### config.mk
export PLATFORM = sky130hd
export DESIGN_NAME = hs4_tx_m
export DESIGN_NICKNAME = d
export VERILOG_FILES = /design/src/rtl/hs4_tx_m.sv
export SDC_FILE = /design/constraint.sdc
export NUM_CORES = 1
export LEC_CHECK = 0
export ABC_AREA = 1
export CAP_MARGIN = 0
export CORE_MARGIN = 2
export CORE_UTILIZATION = 45
export DETAILED_ROUTE_END_ITERATION = 12
export HOLD_SLACK_MARGIN = 0.1
export PLACE_DENSITY = 0.75
export SYNTH_ARGS = -nofsm -noshare
export SYNTH_HDL_FRONTEND = slang
export SYNTH_SLANG_ARGS = --single-unit
### constraint.sdc
create_clock -name clk -period 5.7 [get_ports clk]
set_input_delay 1.71 -clock clk [delete_from_list [all_inputs] [get_ports clk]]
set_output_delay 1.71 -clock clk [all_outputs]
set_load 0.05 [all_outputs]
### src/rtl/hs4_tx_m.sv
// Clock-domain transmitter for a four-phase bundled-data req/ack channel.
// Holds data stable, enforces data-before-req setup, synchronizes ack and flags stalls.
module hs4_tx_m #(
   parameter int WIDTH          = 32,
   parameter int SETUP_CYCLES   = 1,
   parameter int SYNC_STAGES    = 2,
   parameter int TIMEOUT_CYCLES = 1024
) (
   input  logic             clk,
   input  logic             rst,
   input  logic             s_valid,
   output logic             s_ready,
   input  logic [WIDTH-1:0] s_data,
   output logic             a_req,
   output logic [WIDTH-1:0] a_data,
   input  logic             a_ack,
   output logic             busy,
   output logic             timeout_err,
   input  logic             err_clr
);

   localparam int MAX_CNT = (SETUP_CYCLES > TIMEOUT_CYCLES) ? SETUP_CYCLES : TIMEOUT_CYCLES;
   localparam int CW      = (MAX_CNT < 32'sd1) ? 32'sd1 : $clog2(MAX_CNT + 32'sd1);

   localparam logic [CW-1:0] SETUP_V   = CW'(SETUP_CYCLES);
   localparam logic [CW-1:0] TO_LAST_V = (TIMEOUT_CYCLES > 32'sd0) ? CW'(TIMEOUT_CYCLES - 32'sd1) : '0;
   localparam logic [CW-1:0] CNT_ONE   = CW'(1);
   localparam logic [CW-1:0] CNT_MAX   = '1;
   localparam logic          TO_EN     = (TIMEOUT_CYCLES != 32'sd0);

   typedef enum logic [1:0] {
      IDLE   = 2'd0,
      SETUP  = 2'd1,
      REQ_HI = 2'd2,
      REQ_LO = 2'd3
   } state_t;

   state_t                 state_r;
   state_t                 state_s;
   logic                   a_req_r;
   logic                   a_req_s;
   logic [WIDTH-1:0]       a_data_r;
   logic [WIDTH-1:0]       a_data_s;
   logic [CW-1:0]          cnt_r;
   logic [CW-1:0]          cnt_s;
   logic [CW-1:0]          wcnt_r;
   logic [CW-1:0]          wcnt_s;
   logic                   err_r;
   logic                   err_s;
   logic [SYNC_STAGES-1:0] sync_r;
   logic                   ack_sync_s;
   logic                   wait_s;
   logic                   enter_s;
   logic                   set_s;

   // Saturating increment so a long stall never wraps the wait counter.
   function automatic logic [CW-1:0] sat_inc(input logic [CW-1:0] v);
      if (v == CNT_MAX) begin
         sat_inc = v;
      end else begin
         sat_inc = v + CNT_ONE;
      end
   endfunction

   assign ack_sync_s  = sync_r[SYNC_STAGES-1];
   assign s_ready     = (state_r == IDLE);
   assign busy        = (state_r != IDLE);
   assign a_req       = a_req_r;
   assign a_data      = a_data_r;
   assign timeout_err = err_r;

   // Ack synchronizer chain; only its last stage is ever observed.
   always_ff @(posedge clk or posedge rst) begin
      if (rst) begin
         sync_r <= '0;
      end else begin
         sync_r <= {sync_r[SYNC_STAGES-2:0], a_ack};
      end
   end

   // Next-state decode; req only rises after setup with the previous ack fully returned low.
   always_comb begin
      state_s  = state_r;
      a_req_s  = a_req_r;
      a_data_s = a_data_r;
      cnt_s    = cnt_r;
      case (state_r)
         IDLE: begin
            if (s_valid) begin
               a_data_s = s_data;
               cnt_s    = SETUP_V;
               state_s  = SETUP;
            end else begin
               state_s  = IDLE;
            end
         end
         SETUP: begin
            if (cnt_r != '0) begin
               cnt_s = cnt_r - CNT_ONE;
            end else if (!ack_sync_s) begin
               a_req_s = 1'b1;
               state_s = REQ_HI;
            end else begin
               a_req_s = 1'b0;
            end
         end
         REQ_HI: begin
            if (ack_sync_s) begin
               a_req_s = 1'b0;
               state_s = REQ_LO;
            end else begin
               a_req_s = 1'b1;
            end
         end
         REQ_LO: begin
            if (!ack_sync_s) begin
               state_s = IDLE;
            end else begin
               state_s = REQ_LO;
            end
         end
         default: begin
            state_s = IDLE;
            a_req_s = 1'b0;
         end
      endcase
   end

   // Stall watchdog: count cycles per ack edge, raise a sticky flag once the limit is hit.
   always_comb begin
      wait_s  = (state_r == REQ_HI) || (state_r == REQ_LO);
      enter_s = (state_s != state_r) && ((state_s == REQ_HI) || (state_s == REQ_LO));
      if (enter_s) begin
         wcnt_s = '0;
      end else if (wait_s) begin
         wcnt_s = sat_inc(wcnt_r);
      end else begin
         wcnt_s = wcnt_r;
      end
      set_s = TO_EN && wait_s && !enter_s && (wcnt_r == TO_LAST_V);
      if (set_s) begin
         err_s = 1'b1;
      end else if (err_clr) begin
         err_s = 1'b0;
      end else begin
         err_s = err_r;
      end
   end

   // State and datapath registers; reset drops a_req without waiting for a clock.
   always_ff @(posedge clk or posedge rst) begin
      if (rst) begin
         state_r  <= IDLE;
         a_req_r  <= 1'b0;
         a_data_r <= '0;
         cnt_r    <= '0;
         wcnt_r   <= '0;
         err_r    <= 1'b0;
      end else begin
         state_r  <= state_s;
         a_req_r  <= a_req_s;
         a_data_r <= a_data_s;
         cnt_r    <= cnt_s;
         wcnt_r   <= wcnt_s;
         err_r    <= err_s;
      end
   end

endmodule
==> results of run 1 <==
==> power groups by stage <==
stage,combinational [mW],sequential [mW],clock (mW)
final,0.0336,0.427,0.389
after global routing,0.0374,0.427,0.415
after CTS,0.0347,0.427,0.398
after detailed placement,0.0346,0.435,0
after global placement,0.0346,0.435,0
after floorplan,0.00675,0.435,0
==> synth_stat cells (2+ instances only) <==
master	n	area, um^2
nand2_1	137	514.2
dfrtp_1	60	1501
inv_1	34	127.6
nor2_1	26	97.59
o21ai_0	12	60.06
a21oi_1	8	40.04
nand3_1	8	40.04
nor3_1	7	35.03
buf_2	4	20.02
nand2_2	4	25.02
nand4_1	4	25.02
xor2_1	4	35.03
clkbuf_1	3	11.26
ha_1	3	37.54
nor2_4	3	33.78
nand2_4	2	22.52
o21ai_2	2	17.52
==> cells by family (layout without fill, tap and decap cells) <==
logic type	Yosys count	count (layout)
simple gates	194	194
fa+ha+maj	3	3
buf+inv	42	124
xor+xnor	5	5
flops	60	60
compound gates	26	26
mux	1	1
==> per-layer routing <==
| metal | share of wire [%] | routed length, um |
|---|---|---|
| met5 | 0 | 0 |
| met4 | 2.6 | 149 |
| met3 | 8.0 | 462 |
| met2 | 45 | 2596 |
| met1 | 44 | 2565 |
==> worst max-delay path, cell delays in order, from the launching register on <==
cell	delay (ns)
dfrtp_1	0.48
nor2_4	0.18
clkdlybuf4s50_1	0.82
==> worst paths after layout <==
check,end,slack (ns),cells after the start
worst max-delay path,s_ready,2.17,2
worst max register to register,a_data[3],3.73,6
min in group asynchronous,sync_r[0],1.70,2
worst min-delay path,sync_r[1],0.35,0
max in group asynchronous,a_data[28],3.17,3
worst min register to register,sync_r[1],0.35,0
==> flip-flops by register name, indices dropped and copies added (netlist names) <==
| name | flops |
|---|---|
| state_r | 2 |
| timeout_err | 1 |
| wcnt_r | 11 |
| cnt_r | 11 |
| a_req | 1 |
| a_data | 32 |
| sync_r | 2 |
==> cell type report <==
cell class / instances / area, um^2 / share of cell area (%)
inverter: 35 / 131.4 / 3.502
sequential: 60 / 1501 / 40.03
multi-input combinational: 229 / 1086 / 28.95
tap: 75 / 93.84 / 2.502
clock buffer: 14 / 172.7 / 4.603
clock inverter: 1 / 30.03 / 0.8005
timing repair buffer: 74 / 735.7 / 19.61
==> per-stage QoR <==
step                      worst slack, ns  power (mW)  cell area (um^2)
after floorplan                     2.505      0.4417              2750
after global placement              2.240      0.4698              3548
after detailed placement            2.166      0.4697              3548
after CTS                           2.143      0.8604              3751
after global routing                2.104      0.8795              3751
final                               2.168      0.8504              3751
==> metrics, run 1 <==
run status=finished clean; non-filler cells, final=488; period utilisation layout=61.96%; fillers=493; Final ANT Viol Nets=0; Yosys cell types=27; share of async-settable or async-resettable flops after synthesis=100.0%; max_cap viols=0; die area=6753 um^2; power per cell area=226.7 nW/um^2; Clock Power Share=45.8%; met1 usage=22.93%; complex-gate fraction of the synthesized area=6.005%; sequential share of the synthesized area=54.60%; Num CTS Buffers=9; fin nets=449; Post-Synth Adder-Cell Area=1.365%; Core ar.=5921 um^2; Max Clk Rate=283.1 MHz; CTS tree=built; Sink Count=60; worst-path maximum fanout=7; worst setup path startpoint=state_r[1]; commonest non-fill, non-tap cell in the layout=nand2_1; Rows=28; largest family of logic cells by synthesized area=simple AND/OR/NAND/NOR gates; M3 GR Usage=7.391%; Worst Max-Slew Pin Slew=0.5342 ns; PortBufs=72; clk root buf=clkbuf_8; post-synthesis mux area share=0.5460%; GRT Util Overall=19.19%; chip height=82.18 um; Static Leak=1.907 nW; PostCTS Resize Cnt=0; Reg clk slew, reported paths=0.06 ns; class of the worst hold path=reg2reg; CP endpoint kind=output port; Synth Instances=331; n_diodes=0; first-pass GRT wire length=9542 um; grt peak-use layer=met2; reg2reg start=state_r[1]; Tmin final=3.532 ns; vias per cell=4.727; fin. max-slew vios=0; DR vias=2,307; most frequent cells in the layout=nand2_1 (137), clkdlybuf4s50_1 (72), dfrtp_1 (60), inv_1 (33), nor2_1 (26); final WL=5773 um; Post-Synth XOR/XNOR Area=1.592%; TNS Setup=0 ns; Detailed Routing Iterations Pass 1=4; Worst Skew=0.006765 ns; Initial DRC Count=53; CP Launch Type=register; Max IR drop VDD=0.0001765 V; Setup CP Type=reg2out; max_slew headroom=64.28%; # setup viols final=0; final core occ=63.36%; CTS max path bufs=2; HPWL after DPL=4091 um; Final Wtd Congestion=0.8124; placed insts=473; WL per Instance=11.83 um; Switching Power=0.1661 mW; clock latency on the worst-skew pair=0.34 ns; RSZ-0062 raised after global routing=false; initial antenna violation count=0; Syn. warnings=0; number of flops mapped to enable cells by yosys=0; Netlist Area Pre-Place=2750 um^2; WHS=0.3543 ns; P&R area growth vs syn=36.40%; boundary pin count=73; sequential power share=50.3%; Mapped Nets=371; vias in the first global route=2,219; # H-tree levels=3; CP Data Required Time=3.99 ns; Hold Vio Cnt, Final=0; HP Start=sync_r[0]; GR Util met2=29.35%; Power Internal=0.6843 mW; Worst Path Arrival=1.82 ns; DRC Markers=0; #FFs+latches synth=60; switching part of the total=19.53%; Starting Density=46.45%; pin count of the biggest net entering global routing=42; Die Wd=82.18 um; Synth Flop Type=dfrtp_1; # hold bufs at CTS=0; Post-CTS Setup Bufs=0; total global routing overflow=0; share of cells above drive strength 1=7.748%; Synth Area per Inst=8.309 um^2; post-synthesis simple-gate area fraction=29.98%; combinational share of power=4.0%
No activity file was read; power rests on OpenSTA's default activity.
==> run 2, diff against run 1 <==
--- a/config.mk
+++ b/config.mk
@@ -8,10 +8,10 @@
 export ABC_AREA = 1
 export CAP_MARGIN = 0
 export CORE_MARGIN = 2
-export CORE_UTILIZATION = 45
+export CORE_UTILIZATION = 44
 export DETAILED_ROUTE_END_ITERATION = 12
 export HOLD_SLACK_MARGIN = 0.1
-export PLACE_DENSITY = 0.75
+export PLACE_DENSITY = 0.76
 export SYNTH_ARGS = -nofsm -noshare
 export SYNTH_HDL_FRONTEND = slang
 export SYNTH_SLANG_ARGS = --single-unit
==> constraint.sdc (replaced) <==
create_clock -name clk -period 2.92 [get_ports clk]
set_input_delay 0.876 -clock clk [delete_from_list [all_inputs] [get_ports clk]]
set_output_delay 0.876 -clock clk [all_outputs]
set_load 0.05 [all_outputs]
==> run 2 against run 1 <==
Effect of this change: first-iteration DRC count grew 66%; clock skew is essentially flat; core utilization down 0.62 points; worst hold slack improved by 0.00092 ns; clock power grew 87%; sequential power rose by 95%; routed wire length rose by 8.9%; register-to-register slack worse by 2.6 ns; combinational power is 110% higher.
==> metrics, run 2 (synthesized netlist as in run 1, its figures left out) <==
Worst Skew=0.006598 ns; cell depth of the worst hold path=0; DRC Markers=0; highest metal used=met4; met3 routed WL=386 um; most frequent cells in the layout=nand2_1 (137), clkdlybuf4s50_1 (72), dfrtp_1 (60), inv_1 (33), nor2_1 (26); Tmin final=2.729 ns; Crit-path slowest cell=clkdlybuf4s50_1; Worst Path Arrival=1.85 ns; P&R area growth vs syn=36.67%; worst-path maximum fanout=7; RR Endpoint=a_data[2]; max_cap viols=0; peak per-stage delay on the critical path=0.83 ns; Max Clk Rate=366.4 MHz; M1 WL=2741 um; clk root buf=clkbuf_8; initial antenna violation count=0; CP endpoint kind=output port; # H-tree levels=3; Final Wtd Congestion=0.8173; clock latency on the worst-skew pair=0.33 ns; r2r worst-path depth=6; power per cell area=433.4 nW/um^2; WL per Instance=12.85 um; boundary pin count=73; die area=6899 um^2; class of the worst hold path=reg2reg; HP Start=sync_r[0]; n_diodes=0; period utilisation layout=93.47%; Initial DRC Count=88; TNS Setup=0 ns; worst hold endpoint=sync_r[1]; final WL=6286 um; GRT Util Overall=19.37%; share of cells above drive strength 1=8.454%; CP Data Required Time=2.04 ns; total global routing overflow=0; Rows=28; Worst Max-Slew Pin Slew=0.5305 ns; non-filler cells, final=489; placed insts=474; fin nets=450; reg2reg start=state_r[1]; Largest register FFs=32; Post-CTS Setup Bufs=0; Starting Density=45.91%; Final ANT Viol Nets=0; pin count of the biggest net entering global routing=38; r2r setup slk=1.11 ns; CTS max path bufs=2; CTS tree=built; PortBufs=72; RSZ-0062 raised after global routing=false; critical path cell sequence=nor2_4, clkdlybuf4s50_1; DR vias=2,328; Core ar.=5991 um^2; Reg clk slew, reported paths=0.07 ns; Num CTS Buffers=9; met2 wire len=3065 um; Sink Count=60; PostCTS Resize Cnt=0; first-pass GRT wire length=10,590 um; max_slew headroom=64.53%; commonest non-fill, non-tap cell in the layout=nand2_1; Static Leak=1.911 nW; fin. max-slew vios=0; Setup CP Type=reg2out; Max IR drop VDD=0.0003345 V; HPWL after DPL=4469 um; # hold bufs at CTS=0; Detailed Routing Iterations Pass 1=4; Die Wd=83.06 um; run status=finished clean; vias per cell=4.761; # setup viols final=0; Hold Vio Cnt, Final=0; CP Launch Type=register; chip height=83.06 um; vias in the first global route=2,320
[run 2: cell types whose count changed in the layout (fill, tap and decap cells not counted), sizes merged]
cell      change
clkinv        +3
clkbuf        -4
clkinvlp      +1
buf           +1
[run 2: worst max-delay path: cells and delay by family (launching register included)]
kind | cells | cell delay [ns]
simple gates | 1 | 0.21
flops | 1 | 0.49
buf+inv | 1 | 0.83
[run 2: layer usage]
metal,up-vias,GRT usage (%)
met1,1072,23.50
met4,0,6.706
met2,70,31.23
met3,10,7.952
li1,1176,-
met5,-,0
[run 2: power by group]
part / total (mW) / internal [mW] / switching (mW) / leakage (nW)
registers: 0.834 / 0.833 / 0.00130 / 0.820
logic: 0.0692 / 0.0447 / 0.0245 / 0.994
clock network: 0.726 / 0.408 / 0.318 / 0.0979
total: 1.63 / 1.28 / 0.344 / 1.91
[run 2: area by class of cell]
| type | count | area [um^2] |
|---|---|---|
| inverter | 35 | 131.4 |
| timing repair buffer | 75 | 755.7 |
| sequential | 60 | 1501 |
| clock buffer | 10 | 137.6 |
| clock inverter | 5 | 52.55 |
| fill | 505 | 2232 |
| tap | 75 | 93.84 |
| multi-input combinational | 229 | 1086 |
[run 2: through the flow]
step                cell area, um^2  hold WS (ns)  total power, mW  utilization (%)  worst slack (ns)
floorplan                      2750        0.3312           0.8623                -            0.5593
global placement               3568        0.3353           0.9201            59.57            0.4288
detailed placement             3568        0.3385           0.9205            59.57            0.3742
CTS                            3759        0.3605            1.648            62.74            0.1741
global route                   3759        0.3735            1.693            62.74            0.1269
finish                         3759        0.3552            1.629            62.74            0.1908
[run 2: how the worst max path moves through the flow]
stage	slack [ns]	startpoint	endpoint	depth (start not counted)
floorplan	0.56	rst	a_data[0]	1
global placement	0.43	s_valid	a_data[14]	6
detailed placement	0.37	s_valid	a_data[22]	6
CTS	0.17	state_r[1]	s_ready	2
global route	0.13	state_r[1]	s_ready	2
finish	0.19	state_r[1]	s_ready	2
